==> src/rtl/nx_msg_arbiter_if.sv <==
// Handshake bundle between the two requesting message streams, the arbiter
// and the shared outbound Nexus message stream.
interface nx_msg_arbiter_if #(
    parameter int DATA_W = 31
);
    logic [DATA_W-1:0] i_a_data;
    logic              i_a_valid;
    logic              o_a_ready;
    logic [DATA_W-1:0] i_b_data;
    logic              i_b_valid;
    logic              o_b_ready;
    logic [DATA_W:0]   o_ob_data;
    logic              o_ob_valid;
    logic              i_ob_ready;
    logic [1:0]        o_grant;
    logic              o_idle;

    modport master (
        output i_a_data, i_a_valid, i_b_data, i_b_valid, i_ob_ready,
        input  o_a_ready, o_b_ready, o_ob_data, o_ob_valid, o_grant, o_idle
    );

    modport slave (
        input  i_a_data, i_a_valid, i_b_data, i_b_valid, i_ob_ready,
        output o_a_ready, o_b_ready, o_ob_data, o_ob_valid, o_grant, o_idle
    );
endinterface

==> src/rtl/nx_msg_arbiter.sv <==
// Two-way round-robin message arbiter with bounded bursts and one registered
// output stage; each outbound message carries its source tag in the MSB.
module nx_msg_arbiter #(
    parameter int DATA_W    = 31,
    parameter int MAX_BURST = 4
) (
    input  logic            i_clk,
    input  logic            i_rst,
    nx_msg_arbiter_if.slave bus
);
    localparam int CNT_W = $clog2(MAX_BURST + 1);
    localparam logic [CNT_W-1:0] CNT_LAST = CNT_W'(MAX_BURST - 1);

    localparam logic [1:0] S_IDLE  = 2'd0;
    localparam logic [1:0] S_GNT_A = 2'd1;
    localparam logic [1:0] S_GNT_B = 2'd2;

    logic [1:0]       state_q, state_d;
    logic             last_q, last_d;        // 0 = A served last, 1 = B
    logic [CNT_W-1:0] cnt_q, cnt_d;
    logic             ob_valid_q, ob_valid_d;
    logic [DATA_W:0]  ob_data_q, ob_data_d;

    logic       slot;
    logic       a_ready, b_ready;
    logic       acc_a, acc_b, accept;
    logic       is_b, own_v, oth_v;
    logic [1:0] other_st;

    assign slot    = !ob_valid_q || bus.i_ob_ready;
    assign a_ready = (state_q == S_GNT_A) && slot;
    assign b_ready = (state_q == S_GNT_B) && slot;
    assign acc_a   = a_ready && bus.i_a_valid;
    assign acc_b   = b_ready && bus.i_b_valid;
    assign accept  = acc_a || acc_b;

    // Granted-side view, meaningful only in GNT_A / GNT_B.
    assign is_b     = (state_q == S_GNT_B);
    assign own_v    = is_b ? bus.i_b_valid : bus.i_a_valid;
    assign oth_v    = is_b ? bus.i_a_valid : bus.i_b_valid;
    assign other_st = is_b ? S_GNT_A : S_GNT_B;

    always_comb begin
        state_d = state_q;
        last_d  = last_q;
        cnt_d   = cnt_q;
        case (state_q)
            S_IDLE: begin
                cnt_d = '0;
                if (bus.i_a_valid && bus.i_b_valid) begin
                    state_d = last_q ? S_GNT_A : S_GNT_B;
                end else if (bus.i_a_valid) begin
                    state_d = S_GNT_A;
                end else if (bus.i_b_valid) begin
                    state_d = S_GNT_B;
                end
            end
            S_GNT_A, S_GNT_B: begin
                if (accept) begin
                    if (cnt_q == CNT_LAST) begin
                        // Burst limit: hand over only if the other side waits.
                        cnt_d = '0;
                        if (oth_v) begin
                            state_d = other_st;
                            last_d  = is_b;
                        end
                    end else begin
                        cnt_d = cnt_q + 1'b1;
                    end
                end else if (!own_v) begin
                    cnt_d   = '0;
                    last_d  = is_b;
                    state_d = oth_v ? other_st : S_IDLE;
                end
            end
            default: begin
                state_d = S_IDLE;
                cnt_d   = '0;
            end
        endcase
    end

    always_comb begin
        ob_valid_d = ob_valid_q;
        ob_data_d  = ob_data_q;
        if (accept) begin
            ob_valid_d = 1'b1;
            ob_data_d  = acc_b ? {1'b1, bus.i_b_data} : {1'b0, bus.i_a_data};
        end else if (bus.i_ob_ready) begin
            ob_valid_d = 1'b0;
        end
    end

    always_ff @(posedge i_clk) begin
        if (i_rst) begin
            state_q    <= S_IDLE;
            last_q     <= 1'b1;
            cnt_q      <= '0;
            ob_valid_q <= 1'b0;
            ob_data_q  <= '0;
        end else begin
            state_q    <= state_d;
            last_q     <= last_d;
            cnt_q      <= cnt_d;
            ob_valid_q <= ob_valid_d;
            ob_data_q  <= ob_data_d;
        end
    end

    assign bus.o_a_ready  = a_ready;
    assign bus.o_b_ready  = b_ready;
    assign bus.o_ob_valid = ob_valid_q;
    assign bus.o_ob_data  = ob_data_q;
    assign bus.o_grant    = {state_q == S_GNT_B, state_q == S_GNT_A};
    assign bus.o_idle     = (state_q == S_IDLE) && !ob_valid_q;
endmodule
==> src/flat_wrapper.sv <==
// flat-port wrapper written by rule: the top's interface ports become plain ports
module nx_msg_arbiter_flat 
#(
    parameter int DATA_W    = 31,
    parameter int MAX_BURST = 4
)
  (i_clk, i_rst, bus_i_a_data, bus_i_a_valid, bus_i_b_data, bus_i_b_valid, bus_i_ob_ready, bus_o_a_ready, bus_o_b_ready, bus_o_ob_data, bus_o_ob_valid, bus_o_grant, bus_o_idle);
  nx_msg_arbiter_if #(.DATA_W(DATA_W)) bus_i ();
  input  logic i_clk;
  input  logic i_rst;
  input wire logic [$bits(bus_i.i_a_data)-1:0] bus_i_a_data;
  input wire logic [$bits(bus_i.i_a_valid)-1:0] bus_i_a_valid;
  input wire logic [$bits(bus_i.i_b_data)-1:0] bus_i_b_data;
  input wire logic [$bits(bus_i.i_b_valid)-1:0] bus_i_b_valid;
  input wire logic [$bits(bus_i.i_ob_ready)-1:0] bus_i_ob_ready;
  output wire logic [$bits(bus_i.o_a_ready)-1:0] bus_o_a_ready;
  output wire logic [$bits(bus_i.o_b_ready)-1:0] bus_o_b_ready;
  output wire logic [$bits(bus_i.o_ob_data)-1:0] bus_o_ob_data;
  output wire logic [$bits(bus_i.o_ob_valid)-1:0] bus_o_ob_valid;
  output wire logic [$bits(bus_i.o_grant)-1:0] bus_o_grant;
  output wire logic [$bits(bus_i.o_idle)-1:0] bus_o_idle;
  assign bus_i.i_a_data = bus_i_a_data;
  assign bus_i.i_a_valid = bus_i_a_valid;
  assign bus_i.i_b_data = bus_i_b_data;
  assign bus_i.i_b_valid = bus_i_b_valid;
  assign bus_i.i_ob_ready = bus_i_ob_ready;
  assign bus_o_a_ready = bus_i.o_a_ready;
  assign bus_o_b_ready = bus_i.o_b_ready;
  assign bus_o_ob_data = bus_i.o_ob_data;
  assign bus_o_ob_valid = bus_i.o_ob_valid;
  assign bus_o_grant = bus_i.o_grant;
  assign bus_o_idle = bus_i.o_idle;
  nx_msg_arbiter #(.DATA_W(DATA_W), .MAX_BURST(MAX_BURST)) u_core (.i_clk(i_clk), .i_rst(i_rst), .bus(bus_i));
endmodule
==> config.mk <==
export PLATFORM = sky130hd
export DESIGN_NAME = nx_msg_arbiter_flat
export DESIGN_NICKNAME = d
export VERILOG_FILES = /design/src/rtl/nx_msg_arbiter_if.sv /design/src/rtl/nx_msg_arbiter.sv /design/src/flat_wrapper.sv
export SDC_FILE = /design/constraint.sdc
export NUM_CORES = 1
export LEC_CHECK = 0
export CORE_MARGIN = 1
export CORE_UTILIZATION = 40
export CTS_CLUSTER_DIAMETER = 150
export DETAILED_ROUTE_END_ITERATION = 16
export PLACE_DENSITY = 0.82
export REMOVE_ABC_BUFFERS = 1
export SLEW_MARGIN = 20
export SYNTH_ARGS = -nofsm -noshare
export SYNTH_HDL_FRONTEND = slang
export SYNTH_SLANG_ARGS = --single-unit
==> constraint.sdc <==
create_clock -name i_clk -period 2 [get_ports i_clk]
set_input_delay 0.6 -clock i_clk [delete_from_list [all_inputs] [get_ports i_clk]]
set_output_delay 0.6 -clock i_clk [all_outputs]
set_load 0.05 [all_outputs]
==> out/summary.txt, run 1 <==
Max Clk Rate - 511 MHz
Syn Std Cell Area - 2110 sq um
Initial DRC count - 45
Worst Setup Start Kind - register
Overall routing resource usage - 0.178
Crit share post-route - 0.979
Yosys synthesis warning count - 0
Number of port buffers - 104
Cell count after synthesis - 204
Top-area cell type share of the netlist area - 0.370
R2R Setup Slk - 0.20 ns
Worst slew margin - 0.754
Leakage - 1.31 nW
Cell Pwr Density - 1420 nW/um^2
Unrepaired setup endpoints after global routing - true
Worst flop-to-flop path endpoint - u_core.state_q[1]
Pin count of the biggest net entering global routing - 35
WL met1 - 2.07 mm
CP max FO - 5
First-pass GRT wire length - 7.60 mm
WHS - 0.453 ns
Die ar. - 5570 sq um
Core Util, Final - 0.666
Worst ir drop on vdd - 0.000782 V
CTS tree - done
Post-place setup slack - -0.312 ns
Hold path depth - 1
Worst endpoint required time - 1.40 ns
DP HPWL - 3.98 mm
Layout cells sized above 1 - 0.323
CTS clk-pin slew, worst paths - 0.08 ns
Die Wd - 74.6 um
Distinct cell type count after synthesis - 35
Area contributors post-synth - dfxtp_1 37%, mux2i_1 17%, a211oi_2 14%
Most common cell in the netlist - dfxtp_1
Syn_area_per_cell - 10.3 sq um
Register area share after synthesis - 0.370
Post-synth EDFFs - 0
Via count - 1889
H-tree Lvls - 2
Crit Path Class - register to output pin
Number of antenna diodes - 0
Clock buffer depth - 2
Max Cap Viol - 0
I/O pin count - 105
Worst setup margin - 0.0412 ns
Async SR Flop Fraction - 0
Clock sinks - 39
Worst Hold Class - register to register
DR vias/cell - 4.89
Met2 Wirelength - 2.63 mm
Post-route cell area - 3400 sq um
Arrival time worst endpoint - 1.36 ns
Number of buffers inserted by hold repair at cts - 0
Slowest-stage cell, CP - dfxtp_4
CTS Buf Count - 5
Placed Area - 3250 sq um
Worst-skew pair later-pin latency - 0.28 ns
Nets - 388
Slew @ Worst Pin - 0.369 ns
Crit-path cells - inv_1 -> ha_2 -> buf_4 -> and2_4 -> buf_12
CTS root buf - clkbuf_8
Drt first pass iters - 6
Cells on worst reg2reg path - 6
Final setup fails - 0
Final ANT Viol Nets - 0
Worst path max stage delay - 0.36 ns
WL final - 5.07 mm
Final Skew - 0.00284 ns
Wire length on met3 - 330 um
Initial Util - 0.413
Vias in the first global route - 1753
Floorplan Core Area - 5110 sq um
Routability congestion estimate - 0.867
Max Used Layer - met4
Area growth syn-to-layout - 61.3%
Post-DR wirelength/cell - 13.1 um
Min cycle time layout - 1.96 ns
Endpoint type of the worst setup path - output pin
Hold Path Sink - u_core.cnt_q[2]
Top cells by count, synth - 39 x dfxtp_1, 37 x nor2_1, 35 x mux2i_1
Row count - 26
Post-synth top area cell - dfxtp_1
Final hold violations - 0
Slew Limit Fails - 0
Design Power - 0.00483 W
Gr ovfl total - 0
Min-delay src - u_core.cnt_q[2]
Most used DFF post-synth - dfxtp_1
Initial antenna violation count - 0
Die height - 74.6 um
Yosys reg bits - 39
Status - complete, no violations
# DRC - 0
Worst reg2reg startpoint - u_core.state_q[0]
## state kept, by name, summed over array words and instances, names as in the netlist
register / count
u_core.bus.o_ob_valid: 1
u_core.last_q: 1
u_core.state_q: 2
u_core.cnt_q: 3
u_core.bus.o_ob_data: 32
## cells in the final DEF (no fill, tap or decap), types with 2 or more instances in the layout
cell type        synthesis  final
a211oi_1                10     10
a211oi_2                23     23
a21oi_1                  2      2
and2_4                   0      2
buf_12                   0     10
buf_4                    5     45
clkbuf_8                 0      5
clkdlybuf4s50_1          0     62
dfxtp_1                 39     37
dlymetal6s2s_1           0      2
ha_1                     6      4
ha_2                     0      2
inv_1                    4      4
mux2i_1                 35     35
nand2b_1                 3      3
nor2_1                  37     37
nor2b_1                  3      2
nor3_1                   2      2
nor3b_1                  3      3
## per-stage QoR
step / TNS, ns / std cells
after global routing: -0.0863 / 386
final: 0 / 386
after detailed placement: -6.55 / 376
after global placement: -4.80 / 376
after floorplan: -41.12 / 187
after CTS: 0 / 386
## power by group
group / switching (W) / total, W / internal [W] / leakage, nW
registers: 0.000143 / 0.00118 / 0.00104 / 0.320
logic: 0.00180 / 0.00300 / 0.00120 / 0.932
clock network: 0.000277 / 0.000649 / 0.000372 / 0.0581
total: 0.00222 / 0.00483 / 0.00261 / 1.31
## critical path: cells and delay by family (launching register included)
family                     cells  cell delay, ns
adders and majority gates      1            0.22
buffers and inverters          3            0.35
DFF                            1            0.36
and+or+nand+nor                1            0.14
## area by class of cell
type,count,area [sq um]
inverters,4,15.0
clock inverters,3,43.8
well taps,70,87.6
clock buffers,5,68.8
multi-input cells,144,1200
fillers,431,1710
repair buffers,121,1200
flip-flops and latches,39,786
## worst max-delay path by stage
| stage | from | to | slack (ns) | cells past startpoint |
|---|---|---|---|---|
| after floorplan | u_core.state_q[1] | u_core.cnt_q[1] | -1.29 | 6 |
| after global placement | bus_i_a_valid | u_core.state_q[0] | -0.16 | 6 |
| after detailed placement | bus_i_a_valid | u_core.bus.o_ob_data[20] | -0.31 | 6 |
| after CTS | u_core.state_q[0] | bus_o_idle | 0.0008 | 4 |
| after global routing | u_core.state_q[0] | bus_o_b_ready | -0.03 | 4 |
| final | u_core.state_q[1] | bus_o_a_ready | 0.04 | 5 |
## cell families (layout without fill, tap and decap cells)
group | after synthesis | count (layout) | share of synthesized area
AND/OR/NAND/NOR | 57 | 57 | 0.125
flip-flops | 39 | 39 | 0.370
AO/OA/AOI/OAI | 45 | 45 | 0.225
buffers and inverters | 21 | 133 | 0.0706
multiplexers | 36 | 36 | 0.173
adder cells (fa/ha/maj) | 6 | 6 | 0.0356
## routing by layer
layer	global-route usage	vias to the layer above
li1	-	960
met1	0.199	870
met2	0.331	55
met3	0.0509	4
met4	0.0419	0
met5	0	-
## repair_timing
| action | in CTS | in global routing |
|---|---|---|
| pin swaps | 1 | 0 |
| endpoints found under the setup margin | 3 | 6 |
| setup buffers | 2 | 0 |
| resized for setup | 7 | 5 |
Note: power is estimated with default switching activity, not from simulation.
==> run 2: changes to the inputs <==
--- a/config.mk
+++ b/config.mk
@@ -11,6 +11,7 @@
 export DETAILED_ROUTE_END_ITERATION = 16
 export PLACE_DENSITY = 0.82
 export REMOVE_ABC_BUFFERS = 1
+export SKIP_LAST_GASP = 1
 export SLEW_MARGIN = 20
 export SYNTH_ARGS = -nofsm -noshare
 export SYNTH_HDL_FRONTEND = slang
==> results of run 2 <==
The final DEF is identical to that of run 1; final timing and power are the same.
==> run 3: changes to the inputs <==
--- a/config.mk
+++ b/config.mk
@@ -5,8 +5,9 @@
 export SDC_FILE = /design/constraint.sdc
 export NUM_CORES = 1
 export LEC_CHECK = 0
+export ABC_AREA = 1
 export CORE_MARGIN = 1
-export CORE_UTILIZATION = 40
+export CORE_UTILIZATION = 39
 export CTS_CLUSTER_DIAMETER = 150
 export DETAILED_ROUTE_END_ITERATION = 16
 export PLACE_DENSITY = 0.82
==> run 3 against run 2 <==
Against the previous run:
- synthesized cell count rose by 31%
- synthesized area down 7.8%
- clock-buffer cell count stayed put
- flip-flop and latch count unchanged
- worst hold slack improved by 0.017 ns
- critical path type unchanged
- highest routed layer unchanged
- register-to-register slack better by 0.14 ns
==> out/summary.txt, run 3 <==
Final Skew - 0.00707 ns
Syn Std Cell Area - 1950 sq um
Floorplan Core Area - 4750 sq um
Placed Area - 3050 sq um
Post-synth EDFFs - 0
DR vias/cell - 5.06
Final hold violations - 0
Post-synth top area cell - dfxtp_1
Routability congestion estimate - 0.934
Worst setup margin - 0.0511 ns
WL final - 5.77 mm
Most used DFF post-synth - dfxtp_1
Top-area cell type share of the netlist area - 0.401
Worst path max stage delay - 0.35 ns
Post-place setup slack - -0.279 ns
Pin count of the biggest net entering global routing - 35
Max Clk Rate - 513 MHz
Gr ovfl total - 0
Yosys synthesis warning count - 0
Yosys reg bits - 39
Final ANT Viol Nets - 0
Die height - 72.6 um
Initial antenna violation count - 0
Arrival time worst endpoint - 1.35 ns
Max Cap Viol - 0
Distinct cell type count after synthesis - 24
Area growth syn-to-layout - 63.7%
Most common cell in the netlist - nand2_1
Crit-path cells - inv_1 -> ha_2 -> inv_1 -> nor2_4 -> buf_12
Drt first pass iters - 6
Max reg flops - 32
Overall routing resource usage - 0.219
CTS clk-pin slew, worst paths - 0.08 ns
Syn_area_per_cell - 7.29 sq um
Status - complete, no violations
R2R Setup Slk - 0.34 ns
Worst endpoint required time - 1.40 ns
Die ar. - 5280 sq um
Worst slew margin - 0.817
Crit Path Class - register to output pin
Row count - 25
Unrepaired setup endpoints after global routing - true
Fill cells - 413
Area of the multi-input gates - 1010 sq um
CTS root buf - clkbuf_8
Min cycle time layout - 1.95 ns
I/O pin count - 105
Async SR Flop Fraction - 0
Via count - 2222
Initial DRC count - 175
Leakage - 1.39 nW
Commonest non-fill, non-tap cell in the layout - clkdlybuf4s50_1
Number of antenna diodes - 0
Worst Setup Start Kind - register
Design Power - 0.00428 W
Register Area - 781 sq um
Register area share after synthesis - 0.401
Layout cells sized above 1 - 0.199
Crit share post-route - 0.974
Worst Hold Class - register to register
Slew @ Worst Pin - 0.272 ns
Nets - 444
CTS Buf Count - 5
Commonest non-fill, non-tap cells in the layout - 65 x clkdlybuf4s50_1, 55 x nand2_1, 44 x buf_4, 39 x dfxtp_1, 36 x nand3_1
Die Wd - 72.6 um
H-tree Lvls - 2
Initial Util - 0.409
Slowest-stage cell, CP - dfxtp_1
Slew Limit Fails - 0
First-pass GRT wire length - 9.10 mm
Cell count after synthesis - 267
Most frequent CP cell - inv_1
Clock buffer depth - 2
Vias in the first global route - 2049
Post-DR wirelength/cell - 13.1 um
CTS tree - done
Worst ir drop on vdd - 0.000580 V
DP HPWL - 4.22 mm
Worst-skew pair later-pin latency - 0.28 ns
Number of buffers inserted by hold repair at cts - 0
Clock sinks - 39
Post-route cell area - 3180 sq um
Cell Pwr Density - 1340 nW/um^2
# DRC - 0
CP max FO - 4
Number of port buffers - 104
Final setup fails - 0
Area contributors post-synth - dfxtp_1 40%, nand2_1 11%, a31oi_1 10%
Top cells by count, synth - 55 x nand2_1, 39 x dfxtp_1, 36 x nand3_1
Endpoint type of the worst setup path - output pin
[run 3: cell types whose count changed after synthesis, sizes merged, moves of 4 or more]
cell	before	now
mux2i	35	0
inv	4	17
o21ai	1	36
nor2	38	10
nand2	1	58
a31oi	0	31
nand3	1	37
a21oi	2	6
nand2b	4	0
clkbuf	4	9
a211oi	33	0
[run 3: worst max-delay path, delay by kind of cell (launching register included)]
kind | cells | cell delay, ns
buffers and inverters | 3 | 0.34
AND/OR/NAND/NOR | 1 | 0.13
flip-flops | 1 | 0.35
adder cells (fa/ha/maj) | 1 | 0.26
[run 3: repair_timing]
item | CTS | global route
cloned | 0 | 0
setup buffers | 0 | 0
pin swaps | 1 | 0
resized for setup | 8 | 3
setup endpoints to repair | 2 | 3
[run 3: layout make-up]
| cell class | instances | share of cell area |
|---|---|---|
| multi-input cells | 190 | 0.316 |
| clock buffers | 5 | 0.0216 |
| repair buffers | 117 | 0.355 |
| clock inverters | 3 | 0.0138 |
| inverters | 18 | 0.0224 |
| well taps | 67 | 0.0263 |
| flip-flops and latches | 39 | 0.245 |
[run 3: worst paths after layout]
check	to	cells after the start	from
max	bus_o_a_ready	5	u_core.state_q[1]
min	u_core.bus.o_ob_data[31]	2	u_core.bus.o_ob_data[31]
max reg2reg	u_core.bus.o_ob_data[6]	9	u_core.state_q[0]
min reg2reg	u_core.bus.o_ob_data[31]	2	u_core.bus.o_ob_data[31]
[run 3: stage by stage]
step | setup TNS, ns | hold WS, ns | utilization | std cells
finish | 0 | 0.470 | 0.670 | 439
global route | -0.0290 | 0.483 | 0.670 | 439
CTS | 0 | 0.471 | 0.669 | 439
detailed placement | -8.19 | 0.457 | 0.641 | 431
global placement | -6.45 | 0.452 | 0.641 | 431
floorplan | -7.11 | 0.424 | - | 247
[run 3: routing by layer]
layer / up-vias / part of all wire / wire, um / GRT usage
met2: 86 / 0.49 / 2850 / 0.370
met3: 6 / 0.060 / 346 / 0.0483
met1: 1003 / 0.43 / 2500 / 0.275
li1: 1127 / - / - / -
met4: 0 / 0.014 / 78 / 0.0741
met5: - / 0 / 0 / 0
[run 3: where the power goes]
group | internal, W | switching, W
logic | 0.000899 | 0.00160
registers | 0.000997 | 0.000127
clock network | 0.000372 | 0.000283
[run 3: cells by family after synthesis]
kind of cell             share of synthesized area
AND/OR/NAND/NOR                              0.253
buffers and inverters                       0.0932
adder cells (fa/ha/maj)                     0.0386
AO/OA/AOI/OAI                                0.214
flip-flops                                   0.401
